## src/rtl/food_arbiter.sv

```systemverilog
// food_arbiter: places food inside a legal box away from both snake heads,
// detects eats on frame ticks and keeps two saturating BCD scores.
`timescale 1ns/1ps
module food_arbiter #(
    parameter int FOOD_SIZE       = 4,
    parameter int X_MIN           = 16,
    parameter int X_MAX           = 623,
    parameter int Y_MIN           = 16,
    parameter int Y_MAX           = 463,
    parameter int COOLDOWN_FRAMES = 30,
    parameter int MAX_RETRY       = 16
) (
    input  logic        Clk,
    input  logic        Reset,
    input  logic        frame_clk,
    input  logic [19:0] randCord,
    input  logic [9:0]  snakeX_pos,
    input  logic [9:0]  snakeY_pos,
    input  logic [9:0]  snake2X_pos,
    input  logic [9:0]  snake2Y_pos,
    input  logic [9:0]  snake_size,
    output logic [9:0]  foodX,
    output logic [9:0]  foodY,
    output logic        food_valid,
    output logic        eat1,
    output logic        eat2,
    output logic [7:0]  score1_bcd,
    output logic [7:0]  score2_bcd
);

    localparam logic [9:0] XLO = 10'(X_MIN);
    localparam logic [9:0] XHI = 10'(X_MAX);
    localparam logic [9:0] YLO = 10'(Y_MIN);
    localparam logic [9:0] YHI = 10'(Y_MAX);

    localparam int            CW      = $clog2(COOLDOWN_FRAMES + 2);
    localparam logic [CW-1:0] CD_LOAD = CW'(COOLDOWN_FRAMES);
    localparam logic [CW-1:0] CD_ONE  = CW'(1);

    localparam logic [4:0] RETRY_LAST = 5'(MAX_RETRY - 1);

    typedef enum logic [1:0] {
        IDLE,
        SPAWN,
        ACTIVE,
        COOLDOWN
    } state_e;

    state_e        state_q;
    logic [2:0]    sync_q;
    logic          tick_q;
    logic [4:0]    retry_q;
    logic [CW-1:0] frames_q;
    logic [9:0]    food_x_q;
    logic [9:0]    food_y_q;
    logic          valid_q;
    logic          eat1_q;
    logic          eat2_q;
    logic [7:0]    score1_q;
    logic [7:0]    score2_q;

    logic [9:0]  cand_x;
    logic [9:0]  cand_y;
    logic [9:0]  clamp_x;
    logic [9:0]  clamp_y;
    logic [10:0] reach;
    logic        cand_in_box;
    logic        cand_free;
    logic        hit1;
    logic        hit2;
    logic [7:0]  score1_d;
    logic [7:0]  score2_d;

    // Differences are taken 11-bit signed so no coordinate pair can wrap.
    function automatic logic overlap(
        input logic [9:0]  ax,
        input logic [9:0]  ay,
        input logic [9:0]  bx,
        input logic [9:0]  by,
        input logic [10:0] lim
    );
        logic signed [10:0] dx;
        logic signed [10:0] dy;
        logic        [10:0] adx;
        logic        [10:0] ady;
        dx  = $signed({1'b0, ax}) - $signed({1'b0, bx});
        dy  = $signed({1'b0, ay}) - $signed({1'b0, by});
        adx = dx[10] ? -dx : dx;
        ady = dy[10] ? -dy : dy;
        return (adx < lim) && (ady < lim);
    endfunction

    function automatic logic [7:0] bcd_inc(input logic [7:0] s);
        if (s == 8'h99) begin
            return s;
        end
        if (s[3:0] == 4'd9) begin
            return {s[7:4] + 4'd1, 4'd0};
        end
        return {s[7:4], s[3:0] + 4'd1};
    endfunction

    always_comb begin
        cand_x      = randCord[19:10];
        cand_y      = randCord[9:0];
        reach       = {1'b0, snake_size} + 11'(FOOD_SIZE);
        cand_in_box = (cand_x >= XLO) && (cand_x <= XHI)
                   && (cand_y >= YLO) && (cand_y <= YHI);
        cand_free   = !overlap(cand_x, cand_y, snakeX_pos, snakeY_pos, reach)
                   && !overlap(cand_x, cand_y, snake2X_pos, snake2Y_pos, reach);
        clamp_x     = (cand_x < XLO) ? XLO : ((cand_x > XHI) ? XHI : cand_x);
        clamp_y     = (cand_y < YLO) ? YLO : ((cand_y > YHI) ? YHI : cand_y);
        hit1        = overlap(food_x_q, food_y_q, snakeX_pos, snakeY_pos, reach);
        hit2        = overlap(food_x_q, food_y_q, snake2X_pos, snake2Y_pos, reach);
        score1_d    = bcd_inc(score1_q);
        score2_d    = bcd_inc(score2_q);
    end

    always_ff @(posedge Clk) begin
        if (Reset) begin
            state_q  <= IDLE;
            sync_q   <= '0;
            tick_q   <= 1'b0;
            retry_q  <= '0;
            frames_q <= '0;
            food_x_q <= '0;
            food_y_q <= '0;
            valid_q  <= 1'b0;
            eat1_q   <= 1'b0;
            eat2_q   <= 1'b0;
            score1_q <= '0;
            score2_q <= '0;
        end else begin
            // Two synchronizer flops, then an edge-detect flop for the tick.
            sync_q <= {sync_q[1:0], frame_clk};
            tick_q <= sync_q[1] & ~sync_q[2];
            eat1_q <= 1'b0;
            eat2_q <= 1'b0;
            unique case (state_q)
                IDLE: begin
                    retry_q <= '0;
                    state_q <= SPAWN;
                end
                SPAWN: begin
                    retry_q <= retry_q + 5'd1;
                    if (cand_in_box && cand_free) begin
                        food_x_q <= cand_x;
                        food_y_q <= cand_y;
                        valid_q  <= 1'b1;
                        state_q  <= ACTIVE;
                    end else if (retry_q == RETRY_LAST) begin
                        food_x_q <= clamp_x;
                        food_y_q <= clamp_y;
                        valid_q  <= 1'b1;
                        state_q  <= ACTIVE;
                    end
                end
                ACTIVE: begin
                    if (tick_q && (hit1 || hit2)) begin
                        eat1_q   <= hit1;
                        eat2_q   <= hit2;
                        valid_q  <= 1'b0;
                        frames_q <= CD_LOAD;
                        state_q  <= COOLDOWN;
                        if (hit1) begin
                            score1_q <= score1_d;
                        end
                        if (hit2) begin
                            score2_q <= score2_d;
                        end
                    end
                end
                COOLDOWN: begin
                    if (tick_q) begin
                        if (frames_q > CD_ONE) begin
                            frames_q <= frames_q - CD_ONE;
                        end else begin
                            frames_q <= '0;
                            retry_q  <= '0;
                            state_q  <= SPAWN;
                        end
                    end
                end
                default: state_q <= IDLE;
            endcase
        end
    end

    assign foodX      = food_x_q;
    assign foodY      = food_y_q;
    assign food_valid = valid_q;
    assign eat1       = eat1_q;
    assign eat2       = eat2_q;
    assign score1_bcd = score1_q;
    assign score2_bcd = score2_q;

endmodule

```

## config.mk

```make
export PLATFORM = sky130hd
export DESIGN_NAME = food_arbiter
export DESIGN_NICKNAME = d
export VERILOG_FILES = /design/src/rtl/food_arbiter.sv
export SDC_FILE = /design/constraint.sdc
export NUM_CORES = 1
export LEC_CHECK = 0
export CAP_MARGIN = 20
export CORE_ASPECT_RATIO = 0.6
export CORE_MARGIN = 1.5
export CORE_UTILIZATION = 45
export DETAILED_ROUTE_END_ITERATION = 7
export PLACE_DENSITY = 0.69
export SLEW_MARGIN = 30
export SYNTH_ARGS = -nofsm -noshare
export SYNTH_HDL_FRONTEND = slang
export SYNTH_SLANG_ARGS = --single-unit
```

## constraint.sdc

```tcl
create_clock -name Clk -period 14.1 [get_ports Clk]
set_input_delay 2.115 -clock Clk [delete_from_list [all_inputs] [get_ports Clk]]
set_output_delay 2.115 -clock Clk [all_outputs]
set_load 0.1 [all_outputs]
```

; After elaboration in Yosys (flattened, before gate mapping)
; Index checks and enable logic that the tools add are counted.
[totals]
register_bits = 55
output_inout_bits = 39
wordCells = 147
[op_classes]
reduce_logical = 30
bitwise = 4
order_cmp = 17
eq_ne = 12
n_mux = 47
add_sub_neg = 23
[ops]
columns = op, n
row1 = 11-bit < comparator, 8
row2 = 11-bit two-way mux, 8
row3 = 11-bit negation, 8
row4 = 10-bit by 10-bit subtractor with 11-bit output, 8
row5 = 10-bit two-way mux, 8
row6 = 8-bit two-way mux, 8
row7 = 5-bit two-way mux, 5
row8 = "10-bit by 5-bit greater-or-equal comparator with 1-bit output, second input constant", 2
row9 = "10-bit by 5-bit < comparator with 1-bit output, second input constant", 2
row10 = "4-bit by 1-bit adder with 4-bit output, second input constant", 4
row11 = "8-bit equality test, second input constant", 2
row12 = 5-bit one-hot mux with 3 select lines, 1
row13 = 3-bit AND reduction, 5
row14 = 4-bit AND reduction, 3
row15 = "10-bit by 3-bit adder with 11-bit output, second input constant", 1
row16 = "10-bit > comparator, second input constant", 1
row17 = "10-bit by 9-bit > comparator with 1-bit output, second input constant", 1
row18 = "10-bit <= comparator, second input constant", 1
row19 = "10-bit by 9-bit <= comparator with 1-bit output, second input constant", 1
row20 = 1-bit logical AND, 10
row21 = 2-bit two-way mux, 5
row22 = 5-bit one-hot mux with 2 select lines, 1
row23 = 2-bit nonzero test, 5
row24 = 1-bit two-way mux, 9
row25 = 19 further kinds, 26

; Depth between registers and ports, before layout
; Gate-level depths: netlist of run 1.
[logic_depth]
word_depth = 10
mapped_depth = 23

; Worst setup path after synthesis of run 1
; OpenSTA, ideal clock, no wires.
[synth_timing]
path_type = in2reg
from = in randCord[10]
to = reg food_x_q[6] (netlist: foodX[6])
arrival_ps = 6077
stages = 23
setup_slack_ps = 7937
path_buffers = 2
required_time_ps = 14014
path_cell_list = inv_1 -> ha_1 -> inv_1 -> fa_1 -> a21oi_1 -> o21ai_1 -> a2111oi_0 -> nor2_1 -> a21o_1 -> a21o_1 -> clkbuf_1 -> a31oi_1 -> xor2_1 -> ha_1 -> nand4_1 -> o21ai_0 -> a21oi_1 -> and3_1 -> a32o_1 -> nor2_2 -> buf_2 -> nor2_1 -> a211oi_1
[synth_via]
elab_chain_cells = 10
elab_cells_between_ends = 27
classes_between = add/sub (4) / order compare (6) / mux (6) / reduce/logical (11)
[synth_lines]
columns = element, line_no
row1 = start: declaration, 16  ; input logic [19:0] randCord,
row2 = 10-bit by 10-bit subtractor with 11-bit output, 86  ; dx = $signed({1'b0, ax}) - $signed({1'b0, bx});
row3 = 11-bit negation, 88  ; adx = dx[10] ? -dx : dx;
row4 = 11-bit two-way mux, 88
row5 = 11-bit < comparator, 90  ; return (adx < lim) && (ady < lim);
row6 = 1-bit logical AND, 90
row7 = 1-bit zero test (on tied branches), "109, 110"
row8 = 1-bit logical AND, 110  ; && !overlap(cand_x, cand_y, snake2X_pos, snake2Y_pos, reach);
row9 = 1-bit logical AND, 146  ; if (cand_in_box && cand_free) begin
row10 = 2-bit nonzero test (no source line), n/a
row11 = 2-bit AND reduction (no source line), n/a
row12 = end signal: assignment, 147  ; food_x_q <= cand_x;
row13 = end signal: assignment, 152  ; food_x_q <= clamp_x;
row14 = end: declaration, 54  ; logic [9:0] food_x_q;
; Parallel ways exist; a longest one is shown, timed or not. The select of a mux whose other input is x is not followed.
; A chain may end at the register's enable or synchronous reset.

; Worst setup path after layout of run 1
[layout_timing]
from = in randCord[0]
to = reg food_x_q[9] (netlist: foodX[9])
[layout_via]
elab_chain_cells = 10
elab_cells_between_ends = 21
classes_between = add/sub (4) / order compare (4) / mux (3) / reduce/logical (10)
[layout_lines]
columns = element, line_no
row1 = 10-bit by 10-bit subtractor with 11-bit output, 87  ; dy = $signed({1'b0, ay}) - $signed({1'b0, by});
row2 = 11-bit negation, 89  ; ady = dy[10] ? -dy : dy;
row3 = 11-bit two-way mux, 89
row4 = 11-bit < comparator, 90
row5 = 1-bit logical AND, 90
row6 = 1-bit zero test (on tied branches), "109, 110"
row7 = 1-bit logical AND, 110
row8 = 1-bit logical AND (*), 146
row9 = 2-bit nonzero test (no source line), n/a
row10 = 2-bit AND reduction (no source line), n/a
; Mark *: on every way between the ends. The rest lies on a longest branch, timed or not.

==> flow_summary.yaml, run 1 <==
detailed_routing:
  drt.antenna.violating_nets: 0
  vias: 8907
  drt_iter0_drc: 720
  post_drt_wl_per_cell_microns: 17.33
  vias_per_cell: 5.806
  drt_pass1_iterations: 5
  drt_wl_total_mm: 26.58
  drc: 0
floorplanning:
  core.rowCount: 39
  dieArea_sq_um: 20830
  core_sq_um: 19270
  die_h_microns: 112.4
  ios: 112
  initial_core_util: 0.4657
  fp.dieW_microns: 185.3
worst_setup_path:
  worstSetupPathType: "in2reg"
  worstSetupStartpoint: "randCord[0]"
  path_common_cell: "a21oi_1"
  endpoint_kind: "flip-flop"
  crit_arrival_ns: 7.52
  r2r_start: "foodY[0]$_SDFFE_PP0P_"
  cp-start-kind: "primary input"
  path_cells: "clkdlybuf4s50_1 -> inv_1 -> ha_1 -> inv_1 -> fa_1 -> a21o_1 -> a21oi_1 -> nor2b_1 -> o31ai_1 -> a21oi_1 -> a31oi_2 -> o31ai_1 -> xnor2_1 -> ha_1 -> a21oi_1 -> a21boi_0 -> or4_1 -> a211oi_1 -> a32o_1 -> nor2_4 -> mux2i_1 -> nor2_1"
  crit_fanout: 27
  required_ns: 14.27
  max_stage_delay_ns: 0.51
  crit_slowest_cell: "a32o_1"
logic_synthesis:
  avgSynthCellArea_sq_um: 7.765
  synth_warnings: 0
  synth-edff-count: 0
  synthFlopType: "dfxtp_1"
  yosys.cell_types.count: 71
  synthArstFlopShare: 0
  synth_nets: 1418
  yosys.area.top_type: "ha_1"
  netlist_top_cells_area: "ha_1 (25%), dfxtp_1 (12%), xnor2_1 (7.8%)"
  yosysMostFrequentCell: "ha_1"
  yosysTopAreaCellShare: 0.2523
  seq_area_frac_synth: 0.1227
  syn-cell-area_sq_um: 8976
  synth_common_cells: "ha_1 (181), nor2_1 (117), a21oi_1 (110)"
  synth_cells: 1156
  synth-seq-cells: 55
global_routing:
  antenna_found_initial: 0
  grt_pass1_wl_mm: 41.81
  grt_pass1_vias: 7966
  grt-ovfl-total: 0
  track_usage: 0.2548
  grt_max_degree: 50
cells_and_area:
  seqCellArea_sq_um: 1101
  area_delta_synth_final_pct: 17.74
  fin_nets: 1529
  antenna_cells: 0
  multi_input_area_sq_um: 7543
  drive_gt1_frac: 0.03707
  n_fill_cell: 1804
timing:
  clock-skew-final_ns: 0.003571
  holdWs_ns: 0.3909
  finalCritPeriodShare: 0.5215
  hold_viol: 0
  slew_violations: 0
  tightest_slew_ns: 1.061
  rsz0062_at_grt: "false"
  fin_tns_setup_ns: 0
  period_needed_ns: 7.353
  setup_viol: 0
  clock.fmax_ghz: 0.1360
  worst_slack_ns: 6.747
  slew_headroom: 0.2904
clock_tree:
  cts_root_buffer: "clkbuf_16"
  h-tree-depth: 2
  cts_buffers: 5
  clk_pin_slew_worst_paths_ns: 0.07
  clockBufferDepth: 2
  postCtsSetupRepairBufs: 0
  clkLatencyLatePin_ns: 0.29
  cts_sinks: 55
  cts_resized: 0
  cts_tree: "yes"
  cts_hold_buf: 0
flow_run:
  maxCapViolCount: 0
pwr:
  vdd_ir_drop_max_v: 0.00006610
  total_leakage_power_nw: 4.478
  power_density_nw_per_um2: 88.73
place:
  place_ws_ns: 6.619
  place_congestion: 0.9001
  place_hpwl_mm: 22.53
  io_buffers: 111
status:
  outcome: "finished, final reports clean"
worst_hold_path:
  min_from: "sync_q[2]$_SDFF_PP0_"
  min_path_type: "reg2reg"
## final timing paths
path	end	slack, ns	depth (start not counted)
worst min-delay path	tick_q$_SDFF_PP0_	0.39	1
worst max register to register	score1_bcd[7]$_SDFFE_PP0P_	8.67	19
worst min register to register	tick_q$_SDFF_PP0_	0.39	1
worst max-delay path	foodX[9]$_SDFFE_PP0P_	6.75	22
## metal layers
layer / up-vias / wire length (microns) / global-route usage
met4: 0 / 109 / 0.02439
met1: 4149 / 13900 / 0.4126
met3: 12 / 2324 / 0.03666
met2: 310 / 10250 / 0.3573
li1: 4436 / - / -
met5: - / 0 / 0
## report_power, final
group          leakage (nW)  switching (mW)  internal [mW]  total (mW)
Sequential            0.445          0.0166          0.165       0.182
Combinational          3.96           0.370          0.256       0.626
Clock                0.0731          0.0593         0.0712       0.130
Total                  4.48           0.446          0.492       0.938
## sequential cells by signal, summed over array words and instances, names as in the netlist
name and flops:
foodX 10, eat2 1, food_valid 1, sync_q 3, eat1 1, retry_q 5
score1_bcd 8, state_q 2, tick_q 1, foodY 10, frames_q 5, score2_bcd 8
## cells in the final DEF, fill, tap and decap left out, types with 7 or more instances in the layout
cell               n
a21oi_1          110
nand3b_1           7
xor2_1            51
nand2_1           56
fa_1               8
nand4_1           12
a211oi_1          13
mux2_2             8
ha_1             181
nor3_1            20
o211ai_1          15
nand3_1           43
a31oi_1           17
a21o_1            14
dfxtp_1           55
nand2b_1          15
o21bai_1           8
nor2_1           117
nor3b_1           11
or3_1             13
clkdlybuf4s50_1  110
o21ai_0           52
nor4_1             9
or2_2              9
nor2b_1           27
and3_1             7
o21ai_1           10
o31ai_1            7
inv_1             80
xnor2_1           80
o41ai_1            7
## final cells by class
| class | instances | share of cell area |
|---|---|---|
| clock inverters | 2 | 0.001539 |
| well taps | 266 | 0.03149 |
| flip-flops and latches | 55 | 0.1042 |
| clock buffers | 6 | 0.01314 |
| repair buffers | 115 | 0.1075 |
| multi-input cells | 1010 | 0.7137 |
| inverters | 80 | 0.02841 |
## kinds of logic after synthesis
logic type               Yosys count  share of synthesized area
AO/OA/AOI/OAI                    301                     0.2092
XOR/XNOR                         132                     0.1288
adder cells (fa/ha/maj)          189                     0.2701
buffers and inverters             91                    0.03833
flip-flops                        55                     0.1227
multiplexers                      12                    0.01464
AND/OR/NAND/NOR                  376                     0.2162
## worst max-delay path: cells and delay by family
family,cells,cell delay [ns]
and+or+nand+nor,4,0.79
xor gates and xnor gates,1,0.16
adders and majority gates,3,0.96
buffers and inverters,3,0.72
AOI/OAI and AO/OA,10,2.54
muxes,1,0.23
## metrics by stage
stage | std cells | power (mW) | cell area, sq um | utilization
6_report | 1534 | 0.9377 | 10570 | 0.5483
5_1_grt | 1534 | 1.022 | 10570 | 0.5483
4_1_cts | 1534 | 0.9315 | 10570 | 0.5483
3_5_place_dp | 1526 | 0.7993 | 10410 | 0.5403
3_3_place_gp | 1526 | 0.7845 | 10400 | 0.5396
2_1_floorplan | 1156 | 0.6463 | 8976 | -
(Power assumes the default switching activity.)
==> run 2, diff against run 1 <==
clock period = 7.4 ns   (was 14.1 ns; I/O delays follow)
==> run 2 against run 1 <==
Clock skew is 0.0041 ns higher. Sequential power grew 91%. First-iteration DRC count up 1.1%. Total power is 92% higher. Die area stayed put. Critical path type unchanged. Largest power group unchanged.
==> flow_summary.yaml, run 2 (synthesized netlist as in run 1, its figures left out) <==
floorplanning:
  core.rowCount: 39
  fp.dieW_microns: 185.3
  ios: 112
  core_sq_um: 19270
  dieArea_sq_um: 20830
  die_h_microns: 112.4
  initial_core_util: 0.4657
cells_and_area:
  final_cell_mix: "ha_1 (181), nor2_1 (117), a21oi_1 (110), clkdlybuf4s50_1 (110)"
  fin_nets: 1534
  mostFrequentLayoutCell: "ha_1"
  n_fill_cell: 1816
  antenna_cells: 0
  drive_gt1_frac: 0.04085
  area_delta_synth_final_pct: 18.11
  fin_util: 0.5500
timing:
  slew_headroom: 0.3244
  fin_tns_setup_ns: 0
  period_needed_ns: 6.429
  slew_violations: 0
  setup_viol: 0
  clock.fmax_ghz: 0.1555
  rsz0062_at_grt: "false"
  hold_viol: 0
  worst_slack_ns: 0.9710
  finalCritPeriodShare: 0.8688
  clock-skew-final_ns: 0.007699
  tightest_slew_ns: 1.010
global_routing:
  antenna_found_initial: 0
  grt_pass1_wl_mm: 42.14
  grt_pass1_vias: 8032
  grt_max_degree: 50
  track_usage: 0.2571
  grt-ovfl-total: 0
worst_setup_path:
  endpoint_kind: "flip-flop"
  r2r-end: "frames_q[0]$_SDFFE_PP0P_"
  path_cells: "clkdlybuf4s50_1 -> inv_1 -> ha_1 -> inv_1 -> fa_1 -> a21o_1 -> a21oi_1 -> nor2b_1 -> o31ai_1 -> a21oi_1 -> a31oi_2 -> o31ai_1 -> xnor2_1 -> ha_1 -> a21oi_1 -> a21boi_0 -> or4_1 -> a211oi_1 -> a32o_1 -> nor2_2 -> buf_4 -> a311oi_1"
  rrSetupSlack_ns: 2.02
  required_ns: 7.60
  crit_slowest_cell: "a32o_1"
  worst-path-stages: 22
  max_stage_delay_ns: 0.48
  path_common_cell: "a21oi_1"
  cp_top_family: "compound AO/OA/AOI/OAI gates"
  worstSetupPathType: "in2reg"
  reg2regPathDepth: 22
  critical_path_buf_inv_count: 4
  cp-start-kind: "primary input"
  crit_fanout: 14
  r2r_start: "foodX[0]$_SDFFE_PP0P_"
  crit_arrival_ns: 6.63
pwr:
  switching_share: 0.4756
  p_sw_uw: 854.8
  intPower_uw: 942.4
  power_density_nw_per_um2: 169.5
  p_clk_frac: 0.141
  p_comb_frac: 0.666
  vdd_ir_drop_max_v: 0.00009828
  total_leakage_power_nw: 4.503
  pwr-share-seq: 0.193
clock_tree:
  cts_resized: 0
  h-tree-depth: 2
  cts_sinks: 55
  postCtsSetupRepairBufs: 0
  cts_root_buffer: "clkbuf_16"
  clk_pin_slew_worst_paths_ns: 0.08
  cts_hold_buf: 0
  cts_buffers: 5
  clkLatencyLatePin_ns: 0.30
  cts_tree: "yes"
  clockBufferDepth: 2
worst_hold_path:
  min_from: "sync_q[2]$_SDFF_PP0_"
  worstHoldPathCells: 1
  min_to: "tick_q$_SDFF_PP0_"
  min_path_type: "reg2reg"
detailed_routing:
  vias_per_cell: 5.762
  drc: 0
  drt.antenna.violating_nets: 0
  drt_iter0_drc: 728
  drt_wl_total_mm: 26.89
  vias: 8867
  post_drt_wl_per_cell_microns: 17.47
  drt_pass1_iterations: 5
place:
  place_ws_ns: 0.8147
  place_congestion: 0.8958
  place_hpwl_mm: 22.85
  io_buffers: 111
status:
  outcome: "finished, final reports clean"
flow_run:
  maxCapViolCount: 0
==> run 2: worst max-delay path by stage <==
stage            startpoint               endpoint  slack, ns
2_1_floorplan  randCord[10]  foodX[6]$_SDFFE_PP0P_       2.24
3_3_place_gp    randCord[0]  foodY[4]$_SDFFE_PP0P_       1.02
3_5_place_dp    randCord[0]  foodY[4]$_SDFFE_PP0P_       0.81
4_1_cts         randCord[0]  foodY[4]$_SDFFE_PP0P_       1.10
5_1_grt         randCord[0]  foodY[7]$_SDFFE_PP0P_       0.54
6_report        randCord[0]  foodY[4]$_SDFFE_PP0P_       0.97
==> run 2: metrics by stage <==
step	power (mW)	hold slack (ns)	std cells	area [sq um]
floorplan	1.231	0.3674	1156	8976
global placement	1.500	0.3690	1531	10440
detailed placement	1.530	0.3890	1531	10440
CTS	1.785	0.3955	1539	10590
global route	1.952	0.4091	1539	10600
finish	1.797	0.4027	1539	10600
==> run 2: power by group through the flow <==
stage	clock (mW)	sequential [mW]	combinational [mW]
after floorplan	0	0.407	0.824
after global placement	0	0.350	1.15
after detailed placement	0	0.351	1.18
after CTS	0.254	0.344	1.19
after global routing	0.269	0.348	1.34
final	0.253	0.347	1.20
==> run 2: area by class of cell <==
class | count | area [sq um] | share of cell area
clock buffer | 6 | 138.9 | 0.01310
clock inverter | 2 | 16.27 | 0.001534
inverter | 80 | 300.3 | 0.02833
multi-input combinational | 1010 | 7538 | 0.7111
sequential | 55 | 1101 | 0.1039
tap | 266 | 332.8 | 0.03139
timing repair buffer | 120 | 1174 | 0.1107
==> run 2: metal layers <==
metal,routed length (microns),vias to the layer above,GRT usage
met5,0,-,0
met4,121,0,0.02873
met3,2510,12,0.03666
met2,10660,298,0.3680
met1,13600,4124,0.4093
li1,-,4433,-
